$ cat src/rtl/gpu_pkg.sv
// Types shared between the core scheduler and per-thread units: core pipeline
// state and load/store unit state.
package gpu_pkg;

    typedef enum logic [2:0] {
        CORE_IDLE    = 3'b000,
        CORE_FETCH   = 3'b001,
        CORE_DECODE  = 3'b010,
        CORE_REQUEST = 3'b011,
        CORE_WAIT    = 3'b100,
        CORE_EXECUTE = 3'b101,
        CORE_UPDATE  = 3'b110,
        CORE_DONE    = 3'b111
    } core_state_t;

    typedef enum logic [1:0] {
        LSU_IDLE       = 2'b00,
        LSU_REQUESTING = 2'b01,
        LSU_WAITING    = 2'b10,
        LSU_DONE       = 2'b11
    } lsu_state_t;

endpackage

$ cat src/rtl/load_store_unit.sv
// Per-thread load/store unit: issues one read or write on the memory controller's
// valid/ready channel per LDR/STR, with an optional bounded wait that flags a hung channel.
module load_store_unit
    import gpu_pkg::*;
#(
    parameter int unsigned ADDR_BITS      = 8,
    parameter int unsigned DATA_BITS      = 8,
    parameter int unsigned TIMEOUT_CYCLES = 0
) (
    input  logic                 clk,
    input  logic                 reset,
    input  logic                 enable,
    input  logic [2:0]           core_state,
    input  logic                 decoded_mem_read_enable,
    input  logic                 decoded_mem_write_enable,
    input  logic [DATA_BITS-1:0] rs,
    input  logic [DATA_BITS-1:0] rt,
    output logic                 mem_read_valid,
    output logic [ADDR_BITS-1:0] mem_read_address,
    input  logic                 mem_read_ready,
    input  logic [DATA_BITS-1:0] mem_read_data,
    output logic                 mem_write_valid,
    output logic [ADDR_BITS-1:0] mem_write_address,
    output logic [DATA_BITS-1:0] mem_write_data,
    input  logic                 mem_write_ready,
    output logic [1:0]           lsu_state,
    output logic [DATA_BITS-1:0] lsu_out,
    output logic                 lsu_error
);

    localparam int unsigned CNT_BITS =
        (TIMEOUT_CYCLES > 0) ? $clog2(TIMEOUT_CYCLES + 1) : 1;
    localparam logic [CNT_BITS-1:0] CNT_LAST =
        (TIMEOUT_CYCLES > 0) ? CNT_BITS'(TIMEOUT_CYCLES - 1) : '0;

    lsu_state_t           state_q, state_d;
    logic                 is_read_q, is_read_d;
    logic [CNT_BITS-1:0]  cnt_q, cnt_d;
    logic [ADDR_BITS-1:0] addr_q, addr_d;
    logic [DATA_BITS-1:0] wdata_q, wdata_d;
    logic [DATA_BITS-1:0] out_q, out_d;
    logic                 err_q, err_d;
    logic                 ready_sel;
    logic                 timeout_hit;

    always_ff @(posedge clk or posedge reset) begin
        if (reset) begin
            state_q   <= LSU_IDLE;
            is_read_q <= 1'b0;
            cnt_q     <= '0;
            addr_q    <= '0;
            wdata_q   <= '0;
            out_q     <= '0;
            err_q     <= 1'b0;
        end else begin
            state_q   <= state_d;
            is_read_q <= is_read_d;
            cnt_q     <= cnt_d;
            addr_q    <= addr_d;
            wdata_q   <= wdata_d;
            out_q     <= out_d;
            err_q     <= err_d;
        end
    end

    always_comb begin
        state_d     = state_q;
        is_read_d   = is_read_q;
        cnt_d       = cnt_q;
        addr_d      = addr_q;
        wdata_d     = wdata_q;
        out_d       = out_q;
        err_d       = err_q;
        ready_sel   = is_read_q ? mem_read_ready : mem_write_ready;
        timeout_hit = (TIMEOUT_CYCLES != 0) && (cnt_q == CNT_LAST);

        if (!enable) begin
            state_d = LSU_IDLE;
        end else begin
            case (state_q)
                LSU_IDLE: begin
                    if (core_state == CORE_REQUEST &&
                        (decoded_mem_read_enable || decoded_mem_write_enable)) begin
                        state_d   = LSU_REQUESTING;
                        is_read_d = decoded_mem_read_enable;
                    end
                end
                LSU_REQUESTING: begin
                    // A still-high ready belongs to the previous handshake; wait it out.
                    if (!ready_sel) begin
                        state_d = LSU_WAITING;
                        addr_d  = rs[ADDR_BITS-1:0];
                        cnt_d   = '0;
                        if (!is_read_q) wdata_d = rt;
                    end
                end
                LSU_WAITING: begin
                    if (ready_sel) begin
                        state_d = LSU_DONE;
                        if (is_read_q) out_d = mem_read_data;
                    end else if (timeout_hit) begin
                        state_d = LSU_DONE;
                        err_d   = 1'b1;
                        if (is_read_q) out_d = '0;
                    end else if (TIMEOUT_CYCLES != 0) begin
                        cnt_d = cnt_q + 1'b1;
                    end
                end
                LSU_DONE: begin
                    if (core_state == CORE_UPDATE) state_d = LSU_IDLE;
                end
                default: state_d = LSU_IDLE;
            endcase
        end
    end

    always_comb begin
        mem_read_valid    = (state_q == LSU_WAITING) && is_read_q;
        mem_write_valid   = (state_q == LSU_WAITING) && !is_read_q;
        mem_read_address  = addr_q;
        mem_write_address = addr_q;
        mem_write_data    = wdata_q;
        lsu_state         = state_q;
        lsu_out           = out_q;
        lsu_error         = err_q;
    end

endmodule

$ cat config.mk
export PLATFORM = sky130hd
export DESIGN_NAME = load_store_unit
export DESIGN_NICKNAME = d
export VERILOG_FILES = /design/src/rtl/gpu_pkg.sv /design/src/rtl/load_store_unit.sv
export SDC_FILE = /design/constraint.sdc
export NUM_CORES = 1
export LEC_CHECK = 0
export CORE_MARGIN = 1.5
export CORE_UTILIZATION = 30
export DETAILED_ROUTE_END_ITERATION = 16
export SETUP_SLACK_MARGIN = 0.02
export SYNTH_ARGS = -nofsm -noshare
export SYNTH_HDL_FRONTEND = slang
export SYNTH_SLANG_ARGS = --single-unit
$ cat constraint.sdc
create_clock -name clk -period 3.2 [get_ports clk]
set_input_delay 0.64 -clock clk [delete_from_list [all_inputs] [get_ports clk]]
set_output_delay 0.64 -clock clk [all_outputs]
set_load 0.01 [all_outputs]
* After elaboration in Yosys (flattened, before gate mapping) *
Cells that the tools add are included.

word-level totals
  bits of input ports = 34
  output and inout bits = 37
  flip-flop bits (word level) = 27
  logic and storage cells = 34

operators by class
  mux-type cells = 7
  bitwise gates (word level) = 2
  reduce and logical (&&, ||, !) cells = 11
  equal/unequal tests = 9

operators by type and width
  operator            number
  $ne 3x3->1 const B  4
  $reduce_and 4->1    3
  $mux 2              5
  $pmux 2 s4          1
  $reduce_and 3->1    2
  $eq 2x2->1 const B  2
  $eq 3x2->1 const B  1
  $eq 3x3->1 const B  1
  $logic_and 1x1->1   3
  $eq 2x1->1 const B  1
  $logic_not 2->1     1
  $not 1->1           2
  $logic_not 1->1     1
  $logic_or 1x1->1    1
  $mux 1              1

* Longest topological paths before layout *
Gate-level depths: netlist of the first run.

  depth in word-level cells = 5
  mapped depth = 6
  gate-level depth less buffers = 6

* Worst setup path before layout of the first run *
Ideal clock, no wire load.

  path kind = input to register
  start point = input enable
  end point = register wdata_q[0], in the netlist mem_write_data[0]
  stages on the path = 4
  slack = 1.550 ns
  data required time = 3.075 ns
  path buffers = 1
  setup time = 0.125 ns
  arrival = 1.526 ns
  cell sequence = buf_2 > nand2_1 > nor3_4 > mux2_2

between the ends
  cells in the longest elaborated chain, start to end = 1

RTL lines
  element                            RTL line               source
  start, declared                    load_store_unit.sv:12  input logic enable,
  $reduce_and 4->1 (no source line)  -
  end signal, assigned               load_store_unit.sv:60  wdata_q <= wdata_d;
  end, declared                      load_store_unit.sv:40  logic [DATA_BITS-1:0] wdata_q, wdata_d;

No other way between the ends.
A chain may end at the register's enable or synchronous reset.

* Worst setup path after layout of the first run *
  start point = register state_q[0], in the netlist lsu_state[0]
  end point = output mem_read_valid

between the ends
  cells in the longest elaborated chain, start to end = 2

RTL lines
  element                 RTL line                source
  start, declared         load_store_unit.sv:36   lsu_state_t state_q, state_d;
  start signal, assigned  load_store_unit.sv:56   state_q <= state_d;
  $eq 2x2->1              load_store_unit.sv:118  mem_read_valid = (state_q == LSU_WAITING) && is_read_q;
  $logic_and 1x1->1       load_store_unit.sv:118
  end, declared           load_store_unit.sv:18   output logic mem_read_valid,

No other way between the ends.

==> results of run 1 <==
## cells in the final DEF, fill, tap and decap left out
cell             count
mux2_2              17
and3_1               1
inv_1                4
nand3_1              1
nand3_2              1
conb_1               1
clkdlybuf4s50_1     69
nor2_1               2
ha_1                 4
nor3_1               1
dfrtp_1             27
o21ai_0              1
and2b_2              1
nand2_1              5
a31oi_1              1
and2_2               1
clkbuf_1             1
mux2_4               8
a2bb2oi_1            1
nor3_2               1
mux2i_1              3
nor3_4               1
o311a_1              1
buf_4                1
clkbuf_8             3
## cell usage after synthesis
| cell | instances |
|---|---|
| dfrtp_1 | 27 |
| mux2_2 | 17 |
| buf_4 | 9 |
| mux2_4 | 8 |
| nand2_1 | 5 |
| ha_1 | 4 |
| inv_1 | 4 |
| mux2i_1 | 3 |
| nor2_1 | 2 |
| a2bb2oi_1 | 1 |
| a31oi_1 | 1 |
| and2_2 | 1 |
| and2b_2 | 1 |
| and3_1 | 1 |
| buf_2 | 1 |
| buf_6 | 1 |
| conb_1 | 1 |
| nand3_1 | 1 |
| nand3_2 | 1 |
| nor3_1 | 1 |
| nor3_2 | 1 |
| nor3_4 | 1 |
| o21ai_0 | 1 |
| o311a_1 | 1 |
## worst max-delay path: cells and delay by family (launching register included)
kind,cells,cell delay [ns]
fa+ha+maj,1,0.21
buf+inv,2,0.63
flops,1,0.44
simple gates,1,0.19
## metal layers
| layer | part of all wire, % | wire length [um] | up-vias | GRT usage [%] |
|---|---|---|---|---|
| li1 | - | - | 442 | - |
| met1 | 44 | 1220 | 456 | 15.4 |
| met2 | 46 | 1290 | 45 | 20.7 |
| met3 | 9.3 | 260 | 2 | 3.25 |
| met4 | 0.50 | 14 | 0 | 4.41 |
| met5 | 0 | 0 | - | 0 |
## per-stage QoR
stage	power (mW)	hold slack (ns)
after floorplan	1.06	0.550
after global placement	1.48	0.489
after detailed placement	1.50	0.495
after CTS	1.69	0.516
after global routing	1.80	0.535
final	1.67	0.510
## registers in the layout (all words and copies together), names as in the netlist
name / flops
lsu_out: 8
is_read_q: 1
lsu_state: 2
mem_read_address: 8
mem_write_data: 8
## cell type report
cell class | count | area (um2) | share of cell area [%]
Sequential cell | 27 | 676 | 33.5
Tap cell | 50 | 62.6 | 3.10
Multi-Input combinational cell | 52 | 520 | 25.8
Timing Repair Buffer | 70 | 698 | 34.6
Inverter | 4 | 15.0 | 0.744
Clock buffer | 4 | 45.0 | 2.23
## worst min-delay path by stage
| stage | from | slack, ns | end | depth (start not counted) |
|---|---|---|---|---|
| global route | mem_write_data[6] | 0.54 | mem_write_data[6] | 1 |
| global placement | lsu_out[4] | 0.49 | lsu_out[4] | 1 |
| CTS | mem_write_data[2] | 0.52 | mem_write_data[2] | 1 |
| finish | mem_write_data[2] | 0.51 | mem_write_data[2] | 1 |
| floorplan | lsu_out[0] | 0.55 | lsu_out[0] | 1 |
| detailed placement | mem_write_data[2] | 0.49 | mem_write_data[2] | 1 |
## kinds of logic (layout without fill, tap and decap cells)
logic type | Yosys count | in the layout | synth area share (%)
flip-flops | 27 | 27 | 52.2
AO/OA/AOI/OAI | 4 | 4 | 2.32
multiplexers | 28 | 28 | 26.4
buffers and inverters | 15 | 78 | 7.63
AND/OR/NAND/NOR | 15 | 15 | 7.34
adder cells (fa/ha/maj) | 4 | 4 | 3.86
other | 1 | 1 | 0.290
## power groups by stage
stage                     combinational, mW  clock [mW]  sequential [mW]
after floorplan                       0.380           0            0.678
after global placement                0.877           0            0.607
after detailed placement              0.883           0            0.616
after CTS                             0.887       0.196            0.609
after global routing                  0.953       0.209            0.634
final                                 0.877       0.183            0.606
==> flow_metrics.py, run 1 <==
metrics = {
    "outcome": {
        "status": "finished, final reports clean",
    },
    "critical_path": {
        "startpoint": "lsu_state[0]",
        "r2r-start": "is_read_q",
        "worstPathCellList": "inv_1 -> ha_1 -> and2_2 -> clkdlybuf4s50_1",
        "crit_type": "flop to output pin",
        "reg2regPathDepth": 3,
        "cpPeakStageDelay_ns": 0.53,
        "startpoint_type": "flop",
        "crit_slowest_cell": "clkdlybuf4s50_1",
        "endpoint": "mem_read_valid",
        "endpoint_kind": "output pin",
        "crit_fanout": 5,
        "r2r_slack_ns": 1.39,
        "worstReg2RegEnd": "mem_read_address[2]",
        "worstPathRequired_ns": 2.56,
        "arrival_ns": 1.73,
    },
    "clock_network": {
        "cts.clk_slew.worst_paths_ns": 0.08,
        "clock_path_buffers": 2,
        "postCtsSetupBuffers": 0,
        "h-tree-depth": 1,
        "cts_made_buffers": 3,
        "postCtsHoldBufs": 0,
        "root_buffer": "clkbuf_8",
        "insertion_delay_ns": 0.26,
        "cts_tree": "built",
        "post_cts_resize_count": 0,
        "clock_sinks": 27,
    },
    "final_layout": {
        "fin_area_um2": 2020,
        "fin_util_pct": 49.4,
        "stdcell_count": 207,
        "drive_gt1_share_pct": 21.7,
        "fill_cells": 358,
        "syn2layout_area_growth_pct": 55.7,
        "antenna_cells": 0,
        "fin_nets": 196,
    },
    "floorplan": {
        "rows": 23,
        "core_um2": 4090,
        "io_pins": 71,
        "die_w_um": 68.7,
        "die_area_um2": 4720,
        "initial_core_util_pct": 31.7,
        "die_height_um": 68.7,
    },
    "drt": {
        "wire_per_inst_um": 13.5,
        "drc": 0,
        "drtAntennaViolNets": 0,
        "vias": 945,
        "wirelength_um": 2790,
        "first_pass_iters": 2,
        "viasPerCell": 4.57,
        "drt-initial-drc-count": 19,
    },
    "logic_synthesis": {
        "synth.avg_cell_area_um2": 13.8,
        "synth_top_area_share_pct": 52.2,
        "synth_seq_cells": 27,
        "yosysTopAreaCell": "dfrtp_1",
        "syn_nets": 132,
        "yosys.cell_types.count": 24,
        "synth.top_cells.by_area": "dfrtp_1, mux2_2, mux2_4",
        "syn_inst": 94,
        "synth_warnings": 0,
        "seq_area_frac_synth_pct": 52.2,
        "synthesis.area_um2": 1290,
    },
    "global_route": {
        "grt_max_degree": 28,
        "grt-ovfl-total": 0,
        "grt_usage_pct": 12.4,
        "grt_pass1_vias": 953,
        "grt_antenna_before_repair": 0,
        "grt_pass1_wl_um": 4370,
    },
    "timing": {
        "hold_viol": 0,
        "fin_ws_ns": 0.829,
        "drv_slew": 0,
        "fin_skew_ns": 0.00330,
        "slew_headroom_pct": 61.4,
        "setup-tns-final_ns": 0,
        "worst_pin_slew_ns": 0.579,
        "max_freq_mhz": 422,
        "post-route-min-period_ns": 2.37,
        "fin_crit_sh_pct": 74.1,
        "rsz0062_at_grt": "false",
        "finalSetupViolCount": 0,
    },
    "pwr": {
        "seqPwrFrac_pct": 36.4,
        "clock_power_share_pct": 11.0,
        "powerDensity_nw_per_um2": 826,
        "intPower_mw": 1.17,
        "switching_share_pct": 30.0,
        "switching_power_mw": 0.499,
        "pwr-share-comb_pct": 52.6,
        "cellLeakagePower_nw": 0.877,
        "peakVddDrop_mv": 0.212,
    },
    "placed_design": {
        "dp_hpwl_um": 2200,
        "finalWeightedCongestion": 0.846,
        "placed_area_um2": 1970,
        "place_ws_ns": 0.792,
        "portBuffers": 69,
        "place_inst": 203,
    },
    "job": {
        "cap_violations": 0,
    },
    "hold_path": {
        "hold_path_class": "flop to flop",
    },
}
Power figures use the tool's default switching activity.
==> inputs of run 2 (changes only) <==
Clock period 3.2 ns to 2.5 ns, I/O delays scaled along.
==> run 2 against run 1 <==
Net effect: clock skew decreased by 0.00094 ns; setup slack got worse by 0.57 ns; die area unchanged; count of clock-buffer cells in the layout decreased by 1; combinational power increased by 29%; wire length decreased by 0.68%; cell area increased by 0.43%; cell count increased by 0.48%; critical path type unchanged.
==> flow_metrics.py, run 2 (synthesized netlist as in run 1, its figures left out) <==
metrics = {
    "outcome": {
        "status": "finished, final reports clean",
    },
    "final_layout": {
        "fin_util_pct": 49.6,
        "final_cell_mix": "clkdlybuf4s50_1, dfrtp_1, mux2_2",
        "syn2layout_area_growth_pct": 56.4,
        "fill_cells": 351,
        "antenna_cells": 0,
        "seqCellArea_um2": 676,
        "layout_commonest_cell": "clkdlybuf4s50_1",
        "fin_nets": 197,
        "multiInputGateArea_um2": 520,
        "drive_gt1_share_pct": 22.8,
        "fin_area_um2": 2030,
    },
    "global_route": {
        "grt_pass1_wl_um": 4000,
        "grt_usage_pct": 11.6,
        "grt_pass1_vias": 868,
        "grt-ovfl-total": 0,
        "grt_antenna_before_repair": 0,
        "grt_max_degree": 21,
    },
    "timing": {
        "max_freq_mhz": 446,
        "fin_skew_ns": 0.00235,
        "drv_slew": 0,
        "rsz0062_at_grt": "false",
        "post-route-min-period_ns": 2.24,
        "hold_ws_ns": 0.471,
        "hold_viol": 0,
        "finalSetupViolCount": 0,
        "setup-tns-final_ns": 0,
        "fin_crit_sh_pct": 89.7,
    },
    "clock_network": {
        "cts_made_buffers": 3,
        "postCtsHoldBufs": 0,
        "cts_tree": "built",
        "insertion_delay_ns": 0.26,
        "clock_sinks": 27,
        "h-tree-depth": 1,
        "post_cts_resize_count": 0,
        "root_buffer": "clkbuf_8",
        "clock_path_buffers": 2,
        "cts.clk_slew.worst_paths_ns": 0.08,
        "postCtsSetupBuffers": 0,
    },
    "critical_path": {
        "arrival_ns": 1.74,
        "worstPathRequired_ns": 2.00,
        "cpLargestDelayFamily": "buffers and inverters",
        "worstPathCellList": "inv_1 -> ha_1 -> and2_2 -> clkdlybuf4s50_1",
        "endpoint_kind": "output pin",
        "path_buf_inv": 2,
        "cpPeakStageDelay_ns": 0.54,
        "startpoint_type": "flop",
        "crit_type": "flop to output pin",
        "crit_fanout": 5,
        "crit_slowest_cell": "clkdlybuf4s50_1",
    },
    "pwr": {
        "cellLeakagePower_nw": 0.885,
        "switching_share_pct": 30.3,
        "clock_power_share_pct": 11.1,
        "seqPwrFrac_pct": 36.4,
        "peakVddDrop_mv": 0.309,
        "powerDensity_nw_per_um2": 1060,
        "intPower_mw": 1.49,
        "switching_power_mw": 0.648,
        "pwr-share-comb_pct": 52.5,
    },
    "drt": {
        "highest_layer": "met4",
        "route.met3.wl_um": 292,
        "dr_wl_met2_um": 1230,
        "drc": 0,
        "drtAntennaViolNets": 0,
        "first_pass_iters": 4,
        "m1WireLength_um": 1220,
        "wirelength_um": 2770,
        "drt-initial-drc-count": 29,
        "viasPerCell": 4.50,
        "vias": 936,
        "wire_per_inst_um": 13.3,
    },
    "placed_design": {
        "finalWeightedCongestion": 0.757,
        "portBuffers": 69,
        "dp_hpwl_um": 2200,
        "placed_area_um2": 1980,
    },
    "floorplan": {
        "core_um2": 4090,
        "rows": 23,
        "initial_core_util_pct": 31.7,
        "die_area_um2": 4720,
        "die_height_um": 68.7,
        "die_w_um": 68.7,
        "io_pins": 71,
    },
    "hold_path": {
        "hold_path_class": "input port to async pin",
    },
    "job": {
        "cap_violations": 0,
    },
}
[run 2: changes by cell type in the layout (fill, tap and decap cells not counted), sizes merged]
| cell | previous run | this run |
|---|---|---|
| clkbuf | 4 | 3 |
| clkinv | 0 | 1 |
| buf | 1 | 2 |
[run 2: stage by stage]
stage / total power, mW / worst slack, ns / instances
2_1_floorplan: 1.35 / 0.939 / 94
3_3_place_gp: 1.90 / 0.390 / 204
3_5_place_dp: 1.93 / 0.325 / 204
4_1_cts: 2.17 / 0.241 / 208
5_1_grt: 2.29 / 0.146 / 208
6_report: 2.14 / 0.259 / 208
[run 2: path summary, 6_finish.rpt]
kind	depth (start not counted)	from	end	slack (ns)
setup / recovery	4	lsu_state[0]	mem_read_valid	0.26
hold / removal	2	reset	lsu_out[5]	0.47
setup reg to reg	5	lsu_state[1]	mem_write_data[3]	0.83
hold reg to reg	1	lsu_out[7]	lsu_out[7]	0.51
max in group asynchronous	3	reset	mem_write_data[3]	1.49
min in group clk	1	lsu_out[7]	lsu_out[7]	0.51
[run 2: final cells by class]
class / instances / area share, %
well taps: 50 / 3.09
clock buffers: 3 / 2.04
clock inverters: 1 / 0.247
repair buffers: 71 / 34.8
inverters: 4 / 0.741
multi-input cells: 52 / 25.7
flip-flops and latches: 27 / 33.4
[run 2: per-layer routing]
metal	vias to the layer above	global-route usage, %
met3	4	3.25
met4	0	5.15
met5	-	0
met1	446	14.8
met2	47	18.1
li1	439	-
[run 2: power by group through the flow]
stage	Combinational, mW	Sequential, mW	Clock, mW
CTS	1.14	0.785	0.251
detailed placement	1.13	0.794	0
finish	1.13	0.780	0.237
floorplan	0.487	0.867	0
global route	1.21	0.811	0.268
global placement	1.12	0.784	0
==> inputs of run 3 (changes only) <==
Settings changed: CORE_UTILIZATION 30 to 38, GPL_ROUTABILITY_DRIVEN set to 0, PLACE_DENSITY set to 0.79.
==> run 3 against run 2 <==
Net effect: sequential power up 1%; global-route usage up 4.1 points; core utilization up 11 points; worst hold slack better by 0.039 ns; first-iteration DRC count down 6.9%; sequential share of layout area up 0.48 points; count of clock-buffer cells in the layout unchanged; wire length up 2.9%; via count down 0.11%.
==> flow_metrics.py, run 3 (synthesized netlist as in run 1, its figures left out) <==
metrics = {
    "clock_network": {
        "root_buffer": "clkbuf_4",
        "post_cts_resize_count": 0,
        "cts_made_buffers": 3,
        "cts.clk_slew.worst_paths_ns": 0.16,
        "postCtsSetupBuffers": 0,
        "clock_sinks": 27,
        "postCtsHoldBufs": 0,
        "h-tree-depth": 1,
        "cts_tree": "built",
        "clock_path_buffers": 2,
        "insertion_delay_ns": 0.33,
    },
    "critical_path": {
        "endpoint_kind": "output pin",
        "cpPeakStageDelay_ns": 0.55,
        "r2r-start": "is_read_q",
        "cpLargestDelayFamily": "buffers and inverters",
        "startpoint_type": "flop",
        "crit_slowest_cell": "clkdlybuf4s50_1",
        "startpoint": "lsu_state[0]",
        "cp.depth": 4,
        "worstReg2RegEnd": "mem_read_address[5]",
        "r2r_slack_ns": 0.77,
        "reg2regPathDepth": 3,
        "path_buf_inv": 2,
        "arrival_ns": 1.81,
        "endpoint": "mem_read_valid",
        "worstPathCellList": "inv_1 -> ha_1 -> and2_2 -> clkdlybuf4s50_1",
        "crit_fanout": 5,
        "crit_type": "flop to output pin",
        "worstPathRequired_ns": 2.00,
    },
    "job": {
        "cap_violations": 0,
    },
    "global_route": {
        "grt_use_met2_pct": 26.4,
        "grt_usage_pct": 15.7,
        "grt_use_met1_pct": 19.3,
        "use_met3_pct": 3.78,
        "grt-ovfl-total": 0,
        "grt_antenna_before_repair": 0,
        "grt_pass1_wl_um": 4300,
        "top_usage_layer": "met2",
        "grt_pass1_vias": 932,
        "grt_max_degree": 28,
    },
    "placed_design": {
        "portBuffers": 69,
        "dp_hpwl_um": 2280,
        "place_ws_ns": 0.304,
        "placed_area_um2": 1970,
    },
    "final_layout": {
        "fin_nets": 196,
        "final_cell_mix": "clkdlybuf4s50_1, dfrtp_1, mux2_2",
        "syn2layout_area_growth_pct": 54.2,
        "antenna_cells": 0,
        "fin_area_um2": 2000,
        "layout_commonest_cell": "clkdlybuf4s50_1",
        "fin_util_pct": 60.3,
        "drive_gt1_share_pct": 22.3,
    },
    "timing": {
        "worst_pin_slew_ns": 0.527,
        "fin_skew_ns": 0.0160,
        "rsz0062_at_grt": "false",
        "fin_ws_ns": 0.187,
        "post-route-min-period_ns": 2.31,
        "max_freq_mhz": 432,
        "drv_slew": 0,
        "finalSetupViolCount": 0,
        "slew_headroom_pct": 64.9,
        "setup-tns-final_ns": 0,
        "fin_crit_sh_pct": 92.5,
        "hold_viol": 0,
    },
    "pwr": {
        "powerDensity_nw_per_um2": 1050,
        "post-layout-total-power_mw": 2.11,
        "cellLeakagePower_nw": 0.868,
        "peakVddDrop_mv": 0.307,
    },
    "drt": {
        "wirelength_um": 2850,
        "drc": 0,
        "vias": 935,
        "drt-initial-drc-count": 27,
        "wire_per_inst_um": 14.0,
        "viasPerCell": 4.61,
        "first_pass_iters": 4,
        "drtAntennaViolNets": 0,
    },
    "floorplan": {
        "io_pins": 71,
        "rows": 21,
        "initial_core_util_pct": 39.1,
        "die_height_um": 61.4,
        "core_um2": 3310,
        "die_area_um2": 3770,
        "die_w_um": 61.4,
    },
    "outcome": {
        "status": "finished, final reports clean",
    },
    "hold_path": {
        "hold_path_class": "input port to async pin",
    },
}
## run 3: cell types whose count changed in the layout (fill, tap and decap cells not counted)
| cell | before | now |
|---|---|---|
| buf_4 | 2 | 1 |
| clkinvlp_4 | 0 | 1 |
| clkbuf_8 | 3 | 0 |
| clkbuf_4 | 0 | 3 |
| clkinv_2 | 1 | 0 |
## run 3: final cells by class
cell class	instances	area, um2
Sequential cell	27	676
Tap cell	46	57.6
Clock inverter	1	7.51
Multi-Input combinational cell	52	520
Fill cell	296	1310
Clock buffer	3	22.5
Timing Repair Buffer	70	698
Inverter	4	15.0
## run 3: per-stage QoR
stage / hold WS (ns) / instances
floorplan: 0.550 / 94
detailed placement: 0.497 / 199
global placement: 0.489 / 199
CTS: 0.521 / 203
global route: 0.519 / 203
finish: 0.510 / 203
## run 3: metal layers
| metal | share of wire (%) | wire [um] |
|---|---|---|
| met1 | 42 | 1190 |
| met2 | 47 | 1340 |
| met3 | 10 | 289 |
| met4 | 1.3 | 37 |
| met5 | 0 | 0 |
## run 3: worst min-delay path by stage
stage	start	endpoint	slack, ns
detailed placement	lsu_out[6]	lsu_out[6]	0.50
finish	reset	lsu_out[3]	0.51
CTS	reset	lsu_out[4]	0.52
floorplan	reset	is_read_q	0.55
global placement	mem_write_data[2]	mem_write_data[2]	0.49
global route	reset	lsu_out[4]	0.52
## run 3: tightest hold or removal path, stage by stage
cell             delay [ns]
clkdlybuf4s50_1        0.40
inv_1                  0.05
buf_4                  0.32
## run 3: where the power goes
part,switching [mW],internal [mW],total (mW)
registers,0.149,0.639,0.788
clock network,0.135,0.0613,0.196
logic,0.385,0.738,1.12
